## src/rtl/tag_alloc_ctrl_pkg.sv

```systemverilog
// Shared types for the tag allocation controller: engine states and tag-width derivation.
// Latency: none (types and constant functions only).
// Backpressure: not applicable.
package tag_alloc_ctrl_pkg;

    // Per-stage engine state: a stage either waits for its tag or is working on it
    typedef enum logic [0:0] {
        ENG_IDLE = 1'b0,
        ENG_BUSY = 1'b1
    } eng_state_e;

    localparam int DEF_NUM_TAG = 2;

    // Tag index width for a given tag count; never narrower than one bit
    function automatic int tag_w_of(input int num_tag);
        return (num_tag <= 2) ? 1 : $clog2(num_tag);
    endfunction

endpackage

```

## src/rtl/tag_stage_sched.sv

```systemverilog
// Per-stage engine scheduler: walks tags in allocation order and starts the engine on ready tags.
// Latency: start pulses one cycle after the tag's ready flag; done vector is combinational with done_i.
// Backpressure: waits in IDLE until the current tag is ready; done outside BUSY is ignored.
module tag_stage_sched
    import tag_alloc_ctrl_pkg::*;
#(
    parameter int NUM_TAG     = DEF_NUM_TAG,
    parameter int TAG_W       = tag_w_of(NUM_TAG),
    parameter bit ADV_ON_NEXT = 1'b0,
    parameter bit ENABLED     = 1'b1
) (
    input  logic               clk,
    input  logic               rst,
    input  logic [NUM_TAG-1:0] tag_ready_vec_i,
    input  logic [NUM_TAG-1:0] next_tag_vec_i,
    input  logic               done_i,
    output logic               start_o,
    output logic [TAG_W-1:0]   tag_o,
    output logic [NUM_TAG-1:0] tag_done_vec_o,
    output logic               idle_o
);

    eng_state_e         state_q, state_d;
    logic [TAG_W-1:0]   ptr_q, ptr_d;
    logic [TAG_W-1:0]   ptr_inc;
    logic               start_q, start_d;

    // Pointer wraps explicitly so a wider-than-needed TAG_W still cycles through NUM_TAG tags
    assign ptr_inc = (ptr_q == TAG_W'(NUM_TAG - 1)) ? '0 : ptr_q + 1'b1;

    // State register: engine state, tag pointer and the registered start pulse
    always_ff @(posedge clk or posedge rst) begin
        if (rst) begin
            state_q <= ENG_IDLE;
            ptr_q   <= '0;
            start_q <= 1'b0;
        end else begin
            state_q <= state_d;
            ptr_q   <= ptr_d;
            start_q <= start_d;
        end
    end

    // Next state: a hand-off on the current tag wins over starting another pass on it
    always_comb begin
        state_d = state_q;
        ptr_d   = ptr_q;
        start_d = 1'b0;
        unique case (state_q)
            ENG_IDLE: begin
                if (ENABLED) begin
                    if (ADV_ON_NEXT && next_tag_vec_i[ptr_q]) begin
                        ptr_d = ptr_inc;
                    end else if (tag_ready_vec_i[ptr_q]) begin
                        state_d = ENG_BUSY;
                        start_d = 1'b1;
                    end
                end
            end
            ENG_BUSY: begin
                if (done_i) begin
                    state_d = ENG_IDLE;
                    // Compute stays on its tag so reuse passes land on the same buffer
                    if (!ADV_ON_NEXT) begin
                        ptr_d = ptr_inc;
                    end
                end
            end
            default: state_d = ENG_IDLE;
        endcase
    end

    // Outputs: done pulse only for a completion seen while the engine is actually busy
    always_comb begin
        tag_done_vec_o = '0;
        if (state_q == ENG_BUSY && done_i) begin
            tag_done_vec_o[ptr_q] = 1'b1;
        end
        idle_o  = (state_q == ENG_IDLE);
        start_o = start_q;
        tag_o   = ptr_q;
    end

endmodule

```

## src/rtl/tag_alloc_ctrl.sv

```systemverilog
// Double-buffer tag allocator: hands out tags round-robin and schedules load/compute/store engines per tag.
// Latency: tag_req/reuse/flush pulse one cycle after the block request; engine starts one cycle after tag ready.
// Backpressure: block_ready drops while the next tag is busy or a tag_req pulse is in flight; block_start is then ignored.
module tag_alloc_ctrl
    import tag_alloc_ctrl_pkg::*;
#(
    parameter int NUM_TAG       = DEF_NUM_TAG,
    parameter int TAG_W         = tag_w_of(NUM_TAG),
    parameter bit STORE_ENABLED = 1'b1
) (
    input  logic               clk,
    input  logic               reset,
    input  logic               block_start,
    input  logic               block_reuse,
    input  logic               block_flush,
    input  logic               block_bias_prev_sw,
    input  logic               block_ddr_pe_sw,
    output logic               block_ready,
    output logic [NUM_TAG-1:0] tag_req,
    output logic [NUM_TAG-1:0] tag_reuse,
    output logic [NUM_TAG-1:0] tag_flush,
    output logic               tag_bias_prev_sw,
    output logic               tag_ddr_pe_sw,
    input  logic [NUM_TAG-1:0] tag_ready_vec,
    input  logic [NUM_TAG-1:0] ldmem_tag_ready_vec,
    input  logic [NUM_TAG-1:0] compute_tag_ready_vec,
    input  logic [NUM_TAG-1:0] stmem_tag_ready_vec,
    input  logic [NUM_TAG-1:0] next_compute_tag_vec,
    output logic [NUM_TAG-1:0] ldmem_tag_done_vec,
    output logic [NUM_TAG-1:0] compute_tag_done_vec,
    output logic [NUM_TAG-1:0] stmem_tag_done_vec,
    output logic               ldmem_start,
    output logic               compute_start,
    output logic               stmem_start,
    output logic [TAG_W-1:0]   ldmem_tag,
    output logic [TAG_W-1:0]   compute_tag,
    output logic [TAG_W-1:0]   stmem_tag,
    input  logic               ldmem_done,
    input  logic               compute_done,
    input  logic               stmem_done,
    output logic               all_idle
);

    logic [TAG_W-1:0]   alloc_ptr_q, alloc_ptr_d;
    logic [TAG_W-1:0]   last_ptr_q, last_ptr_d;
    logic               last_vld_q, last_vld_d;
    logic [NUM_TAG-1:0] tag_req_q, tag_req_d;
    logic [NUM_TAG-1:0] tag_reuse_q, tag_reuse_d;
    logic [NUM_TAG-1:0] tag_flush_q, tag_flush_d;
    logic               bias_q, bias_d;
    logic               ddr_q, ddr_d;
    logic               req_accept;
    logic               ld_idle, cmp_idle, st_idle;

    function automatic logic [NUM_TAG-1:0] onehot(input logic [TAG_W-1:0] idx);
        logic [NUM_TAG-1:0] v;
        v      = '0;
        v[idx] = 1'b1;
        return v;
    endfunction

    // One allocation per tag_req pulse keeps the tag manager from seeing two requests merge
    assign block_ready = tag_ready_vec[alloc_ptr_q] && (tag_req_q == '0);
    assign req_accept  = block_start && block_ready;

    // Allocation bookkeeping; reuse/flush read last_ptr before a same-cycle start moves it
    always_comb begin
        alloc_ptr_d = alloc_ptr_q;
        last_ptr_d  = last_ptr_q;
        last_vld_d  = last_vld_q;
        tag_req_d   = '0;
        tag_reuse_d = '0;
        tag_flush_d = '0;
        bias_d      = bias_q;
        ddr_d       = ddr_q;
        if (block_reuse && last_vld_q) begin
            tag_reuse_d = onehot(last_ptr_q);
            bias_d      = block_bias_prev_sw;
            ddr_d       = block_ddr_pe_sw;
        end
        if (block_flush && last_vld_q) begin
            tag_flush_d = onehot(last_ptr_q);
        end
        if (req_accept) begin
            tag_req_d   = onehot(alloc_ptr_q);
            bias_d      = block_bias_prev_sw;
            ddr_d       = block_ddr_pe_sw;
            last_ptr_d  = alloc_ptr_q;
            last_vld_d  = 1'b1;
            alloc_ptr_d = (alloc_ptr_q == TAG_W'(NUM_TAG - 1)) ? '0 : alloc_ptr_q + 1'b1;
        end
    end

    // Allocation registers and the single-cycle per-tag pulses
    always_ff @(posedge clk or posedge reset) begin
        if (reset) begin
            alloc_ptr_q <= '0;
            last_ptr_q  <= '0;
            last_vld_q  <= 1'b0;
            tag_req_q   <= '0;
            tag_reuse_q <= '0;
            tag_flush_q <= '0;
            bias_q      <= 1'b0;
            ddr_q       <= 1'b0;
        end else begin
            alloc_ptr_q <= alloc_ptr_d;
            last_ptr_q  <= last_ptr_d;
            last_vld_q  <= last_vld_d;
            tag_req_q   <= tag_req_d;
            tag_reuse_q <= tag_reuse_d;
            tag_flush_q <= tag_flush_d;
            bias_q      <= bias_d;
            ddr_q       <= ddr_d;
        end
    end

    assign tag_req          = tag_req_q;
    assign tag_reuse        = tag_reuse_q;
    assign tag_flush        = tag_flush_q;
    assign tag_bias_prev_sw = bias_q;
    assign tag_ddr_pe_sw    = ddr_q;

    tag_stage_sched #(
        .NUM_TAG     (NUM_TAG),
        .TAG_W       (TAG_W),
        .ADV_ON_NEXT (1'b0),
        .ENABLED     (1'b1)
    ) u_ldmem (
        .clk             (clk),
        .rst             (reset),
        .tag_ready_vec_i (ldmem_tag_ready_vec),
        .next_tag_vec_i  ('0),
        .done_i          (ldmem_done),
        .start_o         (ldmem_start),
        .tag_o           (ldmem_tag),
        .tag_done_vec_o  (ldmem_tag_done_vec),
        .idle_o          (ld_idle)
    );

    tag_stage_sched #(
        .NUM_TAG     (NUM_TAG),
        .TAG_W       (TAG_W),
        .ADV_ON_NEXT (1'b1),
        .ENABLED     (1'b1)
    ) u_compute (
        .clk             (clk),
        .rst             (reset),
        .tag_ready_vec_i (compute_tag_ready_vec),
        .next_tag_vec_i  (next_compute_tag_vec),
        .done_i          (compute_done),
        .start_o         (compute_start),
        .tag_o           (compute_tag),
        .tag_done_vec_o  (compute_tag_done_vec),
        .idle_o          (cmp_idle)
    );

    tag_stage_sched #(
        .NUM_TAG     (NUM_TAG),
        .TAG_W       (TAG_W),
        .ADV_ON_NEXT (1'b0),
        .ENABLED     (STORE_ENABLED)
    ) u_stmem (
        .clk             (clk),
        .rst             (reset),
        .tag_ready_vec_i (stmem_tag_ready_vec),
        .next_tag_vec_i  ('0),
        .done_i          (stmem_done),
        .start_o         (stmem_start),
        .tag_o           (stmem_tag),
        .tag_done_vec_o  (stmem_tag_done_vec),
        .idle_o          (st_idle)
    );

    assign all_idle = (&tag_ready_vec) && ld_idle && cmp_idle && st_idle;

endmodule

```

## config.mk

```make
export PLATFORM = sky130hd
export DESIGN_NAME = tag_alloc_ctrl
export DESIGN_NICKNAME = d
export VERILOG_FILES = /design/src/rtl/tag_alloc_ctrl_pkg.sv /design/src/rtl/tag_stage_sched.sv /design/src/rtl/tag_alloc_ctrl.sv
export SDC_FILE = /design/constraint.sdc
export NUM_CORES = 1
export LEC_CHECK = 0
export CAP_MARGIN = 20
export CORE_MARGIN = 2
export CORE_UTILIZATION = 34
export DETAILED_ROUTE_END_ITERATION = 12
export PLACE_DENSITY = 0.7
export SLEW_MARGIN = 20
export SYNTH_ARGS = -nofsm -noshare
export SYNTH_HDL_FRONTEND = slang
export SYNTH_HIERARCHICAL = 1
export SYNTH_SLANG_ARGS = --single-unit
```

## constraint.sdc

```tcl
create_clock -name clk -period 2 [get_ports clk]
set_input_delay 0.4 -clock clk [delete_from_list [all_inputs] [get_ports clk]]
set_output_delay 0.4 -clock clk [all_outputs]
set_load 0.05 [all_outputs]
```

Word-level counts from Yosys, hierarchy flattened
Cells that the tools add are included.
{ "op_classes": {"add_sub_neg": 4, "order_cmp": 10, "n_mux": 47, "n_bitwise": 3, "n_reduce_logical": 21} }
{ "op_table": {"columns": ["operator", "n"], "rows": [
  ["$mux W1", 33],
  ["$logic_and A1 B1 Y1", 15],
  ["$mux W2", 6],
  ["$lt A1 B2 Y1 const B", 5],
  ["$reduce_and A2 Y1", 4],
  ["$pmux W1 S2", 3],
  ["$demux W1 S1", 5],
  ["$ge A1 B1 Y1 const B", 5],
  ["$add A1 B1 Y1 const B", 4],
  ["$not A1 Y1", 3],
  ["$logic_not A2 Y1", 1],
  ["$reduce_bool A2 Y1", 1]
]} }
{ "totals": {"reg_bits": 20, "in_bits": 20, "output_inout_bits": 22} }

Depth between registers and ports, before layout
Gate-level depths: netlist of run 1.
{ "logic_depth": {"ltp_word": 5, "depth_mapped": 3, "mapped_depth_nobuf": 3} }

Modules after synthesis
The synthesis of run 1 kept the hierarchy.
{ "by_module_without_submodules": {"columns": ["module", "n_inst", "cells_per_inst", "area_each_um2", "seq_area_each_um2"], "rows": [
  ["tag_alloc_ctrl", 1, 34, 430.4, 275.3],
  ["tag_stage_sched at u_ldmem ...", 2, 12, 127.6, 75.1],
  ["tag_stage_sched at u_compute", 1, 15, 152.6, 75.1]
]} }

Worst setup path before layout of run 1
OpenSTA, ideal clock, no wires.
{ "synth_path": {"path_type": "register -> output", "start": "register u_ldmem.ptr_q, in the netlist u_ldmem/tag_o", "end": "output port ldmem_tag_done_vec[0]", "arrival_ns": 1.332, "required_time_ns": 1.600, "path_slack_ns": 0.268, "stages_incl_launch_ff": 2, "n_path_buf": 0, "path_cell_list": "dfrtp_1 -> nor2_1"} }
{ "synth_between": {"elab_chain_cells": 5, "word_cells_on_any_way": 6} }
{ "synth_lines": {"columns": ["item", "line", "source"], "rows": [
  ["from (decl)", "tag_stage_sched.sv:24", "logic [TAG_W-1:0] ptr_q, ptr_d;"],
  ["from (signal assigned)", "tag_stage_sched.sv:39", "ptr_q <= ptr_d;"],
  ["$lt A1 B2 Y1 (not written as such) or $ge A1 B1 Y1 (tied branches)", "tag_stage_sched.sv:77", "tag_done_vec_o[ptr_q] = 1'b1;"],
  ["$logic_and A1 B1 Y1 (not written as such)", "tag_stage_sched.sv:77", null],
  ["$mux W1 (not written as such)", "tag_stage_sched.sv:77", null],
  ["$demux W1 S1 *", null, null],
  ["$mux W2 *", "tag_stage_sched.sv:76", "if (state_q == ENG_BUSY && done_i) begin"],
  ["to (decl)", "tag_alloc_ctrl.sv:29", "output logic [NUM_TAG-1:0] ldmem_tag_done_vec,"]
]} }
Every way passes the cells marked *; elsewhere a longest branch is shown, timed or not.

Worst setup path after layout of run 1
{ "layout_path": {"start": "input port tag_ready_vec[0]", "end": "output port block_ready"} }
{ "layout_between": {"elab_chain_cells": 3} }
{ "layout_lines": {"columns": ["item", "line", "source"], "rows": [
  ["from (decl)", "tag_alloc_ctrl.sv:24", "input logic [NUM_TAG-1:0] tag_ready_vec,"],
  ["$mux W1 (not written as such) (2 in series)", "tag_alloc_ctrl.sv:63", "assign block_ready = tag_ready_vec[alloc_ptr_q] && (tag_req_q == '0);"],
  ["$logic_and A1 B1 Y1", "tag_alloc_ctrl.sv:63", null],
  ["to (decl)", "tag_alloc_ctrl.sv:18", "output logic block_ready,"]
]} }
No other way between the ends. The select of a mux whose other input is x is not followed.

==> flow_summary.json, run 1 <==
{
  "synth_nets": 92,
  "cts_tree": "done",
  "netlist_area_sq_um": 835,
  "cp_data_arrival_time_ps": 1500,
  "hold_buffers": 0,
  "io_buffer_count": 41,
  "routed_wl_um": 1740,
  "start_util_pct": 36.7,
  "htreeDepth": 1,
  "critPathLaunchType": "input pin",
  "placeableCoreArea_sq_mm": 0.00228,
  "period_share_pct": 94.8,
  "fp.dieH_um": 53.5,
  "fin_setup_tns_ps": 0,
  "root_buffer": "clkbuf_4",
  "p_switching_mw": 0.928,
  "p_clk_share_pct": 8.5,
  "cp-end-kind": "output pin",
  "cts_sinks": 20,
  "hold_class": "input pin to async pin",
  "fin_skew_ps": 4.38,
  "place_congestion": 0.719,
  "route.detailed.wl_per_inst_um": 12.1,
  "cap_violations": 0,
  "n_fill_cell": 197,
  "syn-instance-count": 72,
  "grt_setup_unrepaired": "no",
  "cts_made_buffers": 3,
  "drive_gt1_share_pct": 20.7,
  "final_hold_viol_count": 0,
  "diodes": 0,
  "p_comb_share_pct": 57.9,
  "seqPwrFrac_pct": 33.6,
  "path_clk_slew_ps": 100,
  "ff2ff_path_depth": 3,
  "drv_slew": 0,
  "rrSetupSlack_ps": 510,
  "stdcell_area_sq_mm": 0.00137,
  "die_area_sq_mm": 0.00287,
  "clock.fmax_ghz": 0.528,
  "worstPathMaxFanout": 3,
  "track_usage_pct": 14.3,
  "slew_headroom_pct": 65.6,
  "grt_pass1_vias": 697,
  "ir_drop_mv": 0.825,
  "place_area_sq_mm": 0.00135,
  "drt_pre_antenna_iters": 4,
  "rows": 17,
  "swShare_pct": 46.0,
  "yosysWarnings": 6,
  "setup-violations-final": 0,
  "drt_iter0_markers": 7,
  "fin_util_pct": 60.1,
  "vias_per_cell": 4.66,
  "critical_path_class": "input pin to output pin",
  "worst_pin_slew_ps": 515,
  "antenna_left": 0,
  "regArea_sq_um": 500,
  "reg2reg_from": "alloc_ptr_q",
  "syn_area_per_cell_sq_um": 11.6,
  "cp-startpoint": "tag_ready_vec[0]",
  "worst_r2r_endpoint": "tag_ddr_pe_sw",
  "syn_to_final_growth_pct": 64.0,
  "multiInputGateArea_sq_um": 308,
  "p_int_mw": 1.09,
  "die_w_um": 53.5,
  "clock_path_buffers": 2,
  "worstPathRequired_ps": 1600,
  "antenna_found_initial": 0,
  "grt_start_max_net_pins": 12,
  "place_hpwl_um": 1500,
  "status": "complete, no violations",
  "drc": 0,
  "finalCriticalPeriod_ps": 1900,
  "p_leak_nw": 0.640,
  "fin_nets": 138,
  "p_per_area_mw_per_mm2": 1470,
  "grt_first_pass_wirelength_um": 2880,
  "ios": 42,
  "num_vias": 671,
  "clk_latency_ps": 280,
  "grt-ovfl-total": 0
}
==> metal layers <==
metal | global-route usage, % | routed length [um] | share of wire, % | vias to the layer above
met2 | 27.0 | 877 | 50 | 30
met4 | 3.85 | 0 | 0 | 0
li1 | - | - | - | 328
met3 | 4.17 | 151 | 8.7 | 0
met5 | 0 | 0 | 0 | -
met1 | 15.5 | 715 | 41 | 313
==> worst max path at each step <==
| stage | end | depth (start not counted) | slack, ps |
|---|---|---|---|
| 2_1_floorplan | ldmem_tag_done_vec[0] | 1 | 270 |
| 3_3_place_gp | block_ready | 4 | 110 |
| 3_5_place_dp | block_ready | 4 | 100 |
| 4_1_cts | compute_tag | 1 | 20 |
| 5_1_grt | block_ready | 4 | 60 |
| 6_report | block_ready | 4 | 100 |
==> final cells by class <==
type / instances / share of cell area (%)
Sequential cell: 20 / 36.6
Inverter: 7 / 1.92
Tap cell: 28 / 2.56
Multi-Input combinational cell: 45 / 22.5
Timing Repair Buffer: 41 / 34.8
Clock buffer: 3 / 1.65
==> worst max-delay path: stages <==
cell and delay (ps):
clkdlybuf4s50_1 420, mux2_4 290, and2_2 200, buf_4 190
==> power groups by stage <==
stage / combinational (mW) / sequential, mW / clock, mW
floorplan: 0.417 / 0.990 / 0
global placement: 1.17 / 0.680 / 0
detailed placement: 1.19 / 0.686 / 0
CTS: 1.18 / 0.679 / 0.185
global route: 1.23 / 0.701 / 0.203
finish: 1.17 / 0.678 / 0.172
==> layout by cell type (no fill, tap or decap), drive strengths merged <==
cell type,n
nor2,10
dlymetal6s2s,1
a21boi,2
nand3b,1
nand2,5
clkdlybuf4s50,30
dlygate4sd2,1
and3,6
a32oi,1
clkbuf,3
a31oi,1
a22o,1
dfrtp,20
and2b,1
nand3,2
inv,7
nand2b,2
and2,2
buf,9
mux2i,2
a21oi,1
mux2,4
xnor2,3
or3b,1
==> through the flow <==
| step | worst slack [ps] | cells | hold WS [ps] | power, mW |
|---|---|---|---|---|
| final | 105 | 144 | 365 | 2.02 |
| after floorplan | 268 | 72 | 154 | 1.41 |
| after global placement | 114 | 141 | 455 | 1.85 |
| after CTS | 18.7 | 144 | 360 | 2.04 |
| after detailed placement | 98.2 | 141 | 469 | 1.87 |
| after global routing | 60.9 | 144 | 380 | 2.14 |
==> what timing repair did <==
item | 4_1_cts | 5_1_grt
setup buffers | 0 | 0
setup endpoints to repair | 1 | 1
hold endpoints to repair | 0 | 0
resized for setup | 1 | 1
Note: power is estimated with default switching activity, not from simulation.
==> run 2: changes to the inputs <==
--- a/config.mk
+++ b/config.mk
@@ -9,6 +9,7 @@
 export CORE_MARGIN = 2
 export CORE_UTILIZATION = 34
 export DETAILED_ROUTE_END_ITERATION = 12
+export GPL_TIMING_DRIVEN = 0
 export PLACE_DENSITY = 0.7
 export SLEW_MARGIN = 20
 export SYNTH_ARGS = -nofsm -noshare
==> flow_summary.json, run 2 (same netlist as run 1, synthesis figures left out) <==
{
  "p_int_mw": 1.04,
  "drt_iter0_markers": 10,
  "syn_to_final_growth_pct": 55.9,
  "finalCriticalPeriod_ps": 1950,
  "p_switching_mw": 0.912,
  "place_inst": 141,
  "place_hpwl_um": 1380,
  "routed_wl_um": 1660,
  "root_buffer": "clkbuf_4",
  "critPathLaunchType": "input pin",
  "route.detailed.wl_per_inst_um": 11.5,
  "fp.dieH_um": 53.5,
  "p_leak_nw": 0.644,
  "drv_slew": 0,
  "drive_gt1_share_pct": 17.9,
  "swShare_pct": 46.8,
  "fin_setup_tns_ps": 0,
  "crit_path_cell_trace": "clkdlybuf4s50_1 > and3_2 > dlygate4sd2_1",
  "critical_path_class": "input pin to output pin",
  "ff2ff_path_depth": 3,
  "reg2reg_from": "alloc_ptr_q",
  "final_hold_viol_count": 0,
  "io_buffer_count": 41,
  "fin_nets": 138,
  "critPathSlowestCell": "dlygate4sd2_1",
  "worst_pin_slew_ps": 501,
  "antenna_left": 0,
  "setup-violations-final": 0,
  "track_usage_pct": 13.3,
  "worst_r2r_endpoint": "tag_bias_prev_sw",
  "die_w_um": 53.5,
  "cp-end-kind": "output pin",
  "die_area_sq_mm": 0.00287,
  "cap_violations": 0,
  "ios": 42,
  "n_fill_cell": 199,
  "rows": 17,
  "cpPeakStageDelay_ps": 520,
  "layout_commonest_cell": "clkdlybuf4s50_1",
  "seqPwrFrac_pct": 34.6,
  "drc": 0,
  "grt_pass1_vias": 670,
  "start_util_pct": 36.7,
  "place_congestion": 0.733,
  "placeableCoreArea_sq_mm": 0.00228,
  "worstPathMaxFanout": 2,
  "cp_num_buf_inv": 2,
  "worstPathRequired_ps": 1600,
  "fin_cells": 145,
  "rrSetupSlack_ps": 490,
  "crit_family": "buffers and inverters",
  "clock_path_buffers": 2,
  "ir_drop_mv": 0.924,
  "vias_per_cell": 4.57,
  "slew_headroom_pct": 66.5,
  "status": "complete, no violations",
  "cts_sinks": 20,
  "hold_buffers": 0,
  "p_clk_share_pct": 11.6,
  "fin_skew_ps": 4.67,
  "path_clk_slew_ps": 110,
  "clock.fmax_ghz": 0.512,
  "cts_tree": "done",
  "drt_pre_antenna_iters": 4,
  "cts_made_buffers": 3,
  "p_per_area_mw_per_mm2": 1500,
  "antenna_found_initial": 0,
  "num_vias": 663,
  "clk_latency_ps": 290,
  "period_share_pct": 97.7,
  "layout_common_cells": "30 x clkdlybuf4s50_1, 20 x dfrtp_1, 10 x nor2_1",
  "grt_start_max_net_pins": 12,
  "grt_setup_unrepaired": "no",
  "p_comb_share_pct": 53.8,
  "htreeDepth": 1,
  "hold_ws_ps": 358,
  "diodes": 0,
  "grt-ovfl-total": 0,
  "grt_first_pass_wirelength_um": 2790,
  "hold_class": "input pin to async pin",
  "cp_data_arrival_time_ps": 1550
}
[run 2: area by class of cell]
| type | count | area (sq um) | share of cell area [%] |
|---|---|---|---|
| multi-input cells | 45 | 308 | 23.7 |
| clock buffers | 4 | 36.3 | 2.79 |
| repair buffers | 41 | 395 | 30.4 |
| inverters | 7 | 26.3 | 2.02 |
| flip-flops and latches | 20 | 500 | 38.5 |
| well taps | 28 | 35.0 | 2.69 |
[run 2: worst max path at each step]
stage / startpoint / end / slack, ps / cells past startpoint
6_report: stmem_done / stmem_tag_done_vec[1] / 50 / 3
5_1_grt: compute_done / compute_tag_done_vec[1] / 2 / 3
4_1_cts: tag_ready_vec[0] / block_ready / -140 / 4
3_5_place_dp: tag_ready_vec[0] / block_ready / -410 / 4
3_3_place_gp: tag_ready_vec[0] / block_ready / -410 / 4
2_1_floorplan: u_ldmem/tag_o / ldmem_tag_done_vec[0] / 270 / 1
[run 2: metrics by stage]
stage / worst slack (ps) / total power, mW / util [%] / area [sq um]
6_report: 46.4 / 1.95 / 57.2 / 1300
5_1_grt: 2.15 / 2.07 / 57.2 / 1300
4_1_cts: -139 / 1.98 / 57.6 / 1310
3_5_place_dp: -412 / 1.78 / 56.2 / 1280
3_3_place_gp: -406 / 1.76 / 56.2 / 1280
2_1_floorplan: 268 / 1.41 / - / 835
[run 2: timing repair]
| action | CTS | global route |
|---|---|---|
| setup buffers | 0 | 0 |
| resized for setup | 11 | 10 |
| endpoints found under the setup margin | 8 | 7 |
[run 2: power by group through the flow]
stage	combinational (mW)	sequential (mW)	clock, mW
2_1_floorplan	0.417	0.990	0
6_report	1.05	0.675	0.226
3_3_place_gp	1.08	0.679	0
4_1_cts	1.07	0.677	0.234
5_1_grt	1.11	0.700	0.255
3_5_place_dp	1.09	0.683	0
[run 2: per-layer routing]
metal / vias to the layer above / global-route usage [%] / routed length, um
li1: 328 / - / -
met1: 307 / 17.6 / 767
met2: 28 / 21.6 / 757
met3: 0 / 3.33 / 137
met4: 0 / 3.85 / 0
met5: - / 0 / 0
==> run 3: changes to the inputs <==
--- a/config.mk
+++ b/config.mk
@@ -10,9 +10,8 @@
 export CORE_UTILIZATION = 34
 export DETAILED_ROUTE_END_ITERATION = 12
 export GPL_TIMING_DRIVEN = 0
-export PLACE_DENSITY = 0.7
+export PLACE_DENSITY = 0.71
 export SLEW_MARGIN = 20
 export SYNTH_ARGS = -nofsm -noshare
 export SYNTH_HDL_FRONTEND = slang
-export SYNTH_HIERARCHICAL = 1
 export SYNTH_SLANG_ARGS = --single-unit
==> flow_summary.json, run 3 <==
{
  "diodes": 0,
  "drv_slew": 0,
  "ios": 42,
  "fin_nets": 132,
  "finalCriticalPeriod_ps": 1950,
  "whs_path_depth": 1,
  "fin_skew_ps": 1.18,
  "ys_top_cells_by_count": "20 x dfrtp_1, 11 x nor2_1, 6 x nand2_1",
  "track_usage_pct": 14.6,
  "hold_buffers": 0,
  "root_buffer": "clkbuf_4",
  "drc": 0,
  "drive_gt1_share_pct": 15.3,
  "period_share_pct": 97.7,
  "clock.fmax_ghz": 0.512,
  "hold_class": "flop to flop",
  "cts_tree": "done",
  "worstPathMaxFanout": 3,
  "drt_iter0_markers": 7,
  "p_per_area_mw_per_mm2": 1460,
  "ir_drop_mv": 0.881,
  "die_w_um": 52.5,
  "placeableCoreArea_sq_mm": 0.00221,
  "cp-end-kind": "output pin",
  "routed_wl_um": 1600,
  "grt_setup_unrepaired": "no",
  "rows": 17,
  "setup_ws_ps": 46.9,
  "worst_r2r_endpoint": "tag_ddr_pe_sw",
  "clk_latency_ps": 290,
  "cts_made_buffers": 3,
  "final_hold_viol_count": 0,
  "netlist_area_sq_um": 800,
  "grt_pass1_vias": 709,
  "critPathLaunchType": "input pin",
  "crit_path_cell_trace": "clkdlybuf4s50_1 > and3_1 > clkdlybuf4s15_1",
  "synthFlopType": "dfrtp_1",
  "critical_path_class": "input pin to output pin",
  "post-place-ws_ps": -393,
  "yosysMostFrequentCell": "dfrtp_1",
  "crit_family": "buffers and inverters",
  "grt-ovfl-total": 0,
  "fp.dieH_um": 52.5,
  "cap_violations": 0,
  "p_leak_nw": 0.601,
  "layout_common_cells": "30 x clkdlybuf4s50_1, 20 x dfrtp_1, 11 x nor2_1",
  "rrSetupSlack_ps": 520,
  "cts_sinks": 20,
  "slew_headroom_pct": 51.0,
  "worstPathRequired_ps": 1600,
  "ff2ff_path_depth": 3,
  "io_buffer_count": 41,
  "p_int_mw": 0.996,
  "vias_per_cell": 4.68,
  "seqPwrFrac_pct": 35.8,
  "route.detailed.wl_per_inst_um": 11.5,
  "clock_path_buffers": 2,
  "syn_to_final_growth_pct": 59.9,
  "synth_area_leader_cell": "dfrtp_1",
  "worst_pin_slew_ps": 733,
  "p_comb_share_pct": 52.0,
  "place_congestion": 0.654,
  "htreeDepth": 1,
  "yosysUniqueCellTypes": 20,
  "p_switching_mw": 0.876,
  "place_area_sq_mm": 0.00125,
  "cp_num_buf_inv": 2,
  "syn_area_per_cell_sq_um": 12.1,
  "swShare_pct": 46.8,
  "reg2reg_from": "alloc_ptr_q",
  "setup-violations-final": 0,
  "start_util_pct": 36.1,
  "num_vias": 651,
  "antenna_left": 0,
  "synthTopCellsByArea": "dfrtp_1 63%, nor2_1 5.2%, mux2i_1 5.0%, and3_1 3.9%, xnor2_1 3.3%",
  "min-delay-start": "last_ptr_q",
  "p_clk_share_pct": 12.2,
  "async_flop_share_pct": 100,
  "grt_first_pass_wirelength_um": 2850,
  "grt_start_max_net_pins": 21,
  "status": "complete, no violations",
  "seq_area_frac_synth_pct": 62.6,
  "yosysTopAreaCellShare_pct": 62.6,
  "synth_edf_count": 0,
  "cp_data_arrival_time_ps": 1550,
  "path_clk_slew_ps": 100,
  "antenna_found_initial": 0,
  "syn-instance-count": 66,
  "die_area_sq_mm": 0.00276,
  "total_power_mw": 1.87,
  "critPathSlowestCell": "clkdlybuf4s50_1",
  "yosysWarnings": 0,
  "cpPeakStageDelay_ps": 500,
  "place_hpwl_um": 1280,
  "stdcell_area_sq_mm": 0.00128,
  "layout_commonest_cell": "clkdlybuf4s50_1",
  "drt_pre_antenna_iters": 2,
  "synth-seq-cells": 20,
  "synth_nets": 86,
  "holdPathEnd": "tag_flush[0]"
}
[run 3: cell count changes in the layout (fill, tap and decap cells not counted), sizes merged, moves of 2 or more]
| cell | before | now |
|---|---|---|
| inv | 7 | 3 |
| clkdlybuf4s15 | 1 | 4 |
| mux2i | 2 | 4 |
| nand2b | 2 | 0 |
[run 3: repair_timing]
action	CTS	global route
hold endpoints to repair	0	0
buffers inserted	0	0
resized for setup	16	9
pin swaps	0	0
setup endpoints to repair	9	6
[run 3: area by class of cell]
type,instances,area [sq um]
tap,28,35.0
sequential,20,500
timing repair buffer,41,402
multi-input combinational,43,294
fill,201,933
clock buffer,4,36.3
inverter,3,11.3
[run 3: kinds of logic (layout without fill, tap and decap cells)]
family | count (synthesis) | count (layout) | synth area share, %
mux | 8 | 8 | 11.1
simple gates | 27 | 27 | 16.1
compound gates | 5 | 5 | 5.48
xor+xnor | 3 | 3 | 3.29
buf+inv | 3 | 48 | 1.41
flops | 20 | 20 | 62.6
[run 3: how the worst max path moves through the flow]
| stage | startpoint | slack (ps) | cells after the start | to |
|---|---|---|---|---|
| 2_1_floorplan | u_compute.state_q | 210 | 1 | all_idle |
| 3_3_place_gp | tag_ready_vec[0] | -380 | 4 | block_ready |
| 3_5_place_dp | tag_ready_vec[0] | -390 | 4 | block_ready |
| 4_1_cts | tag_ready_vec[0] | -110 | 4 | block_ready |
| 5_1_grt | stmem_done | 1 | 3 | stmem_tag_done_vec[1] |
| 6_report | stmem_done | 50 | 3 | stmem_tag_done_vec[1] |
[run 3: power groups by stage]
stage               clock, mW  sequential (mW)  combinational (mW)
floorplan                   0            0.986               0.361
finish                  0.229            0.671               0.973
detailed placement          0            0.685                1.02
global placement            0            0.679                1.01
CTS                     0.242            0.676               0.989
global route            0.253            0.705                1.03
[run 3: metrics by stage]
step                instances  setup TNS, ps  hold slack [ps]  util [%]
finish                    139              0              490      57.8
global route              139              0              507      57.8
CTS                       139           -115              494      58.0
detailed placement        135          -2310              479      56.6
global placement          135          -2220              473      56.6
floorplan                  66              0              364         -
[run 3: layer usage]
| metal | share of wire [%] | up-vias | global-route usage, % |
|---|---|---|---|
| met3 | 9.9 | 4 | 4.86 |
| met5 | 0 | - | 0 |
| met1 | 37 | 305 | 15.1 |
| met4 | 2.2 | 0 | 10.3 |
| li1 | - | 313 | - |
| met2 | 51 | 29 | 24.6 |
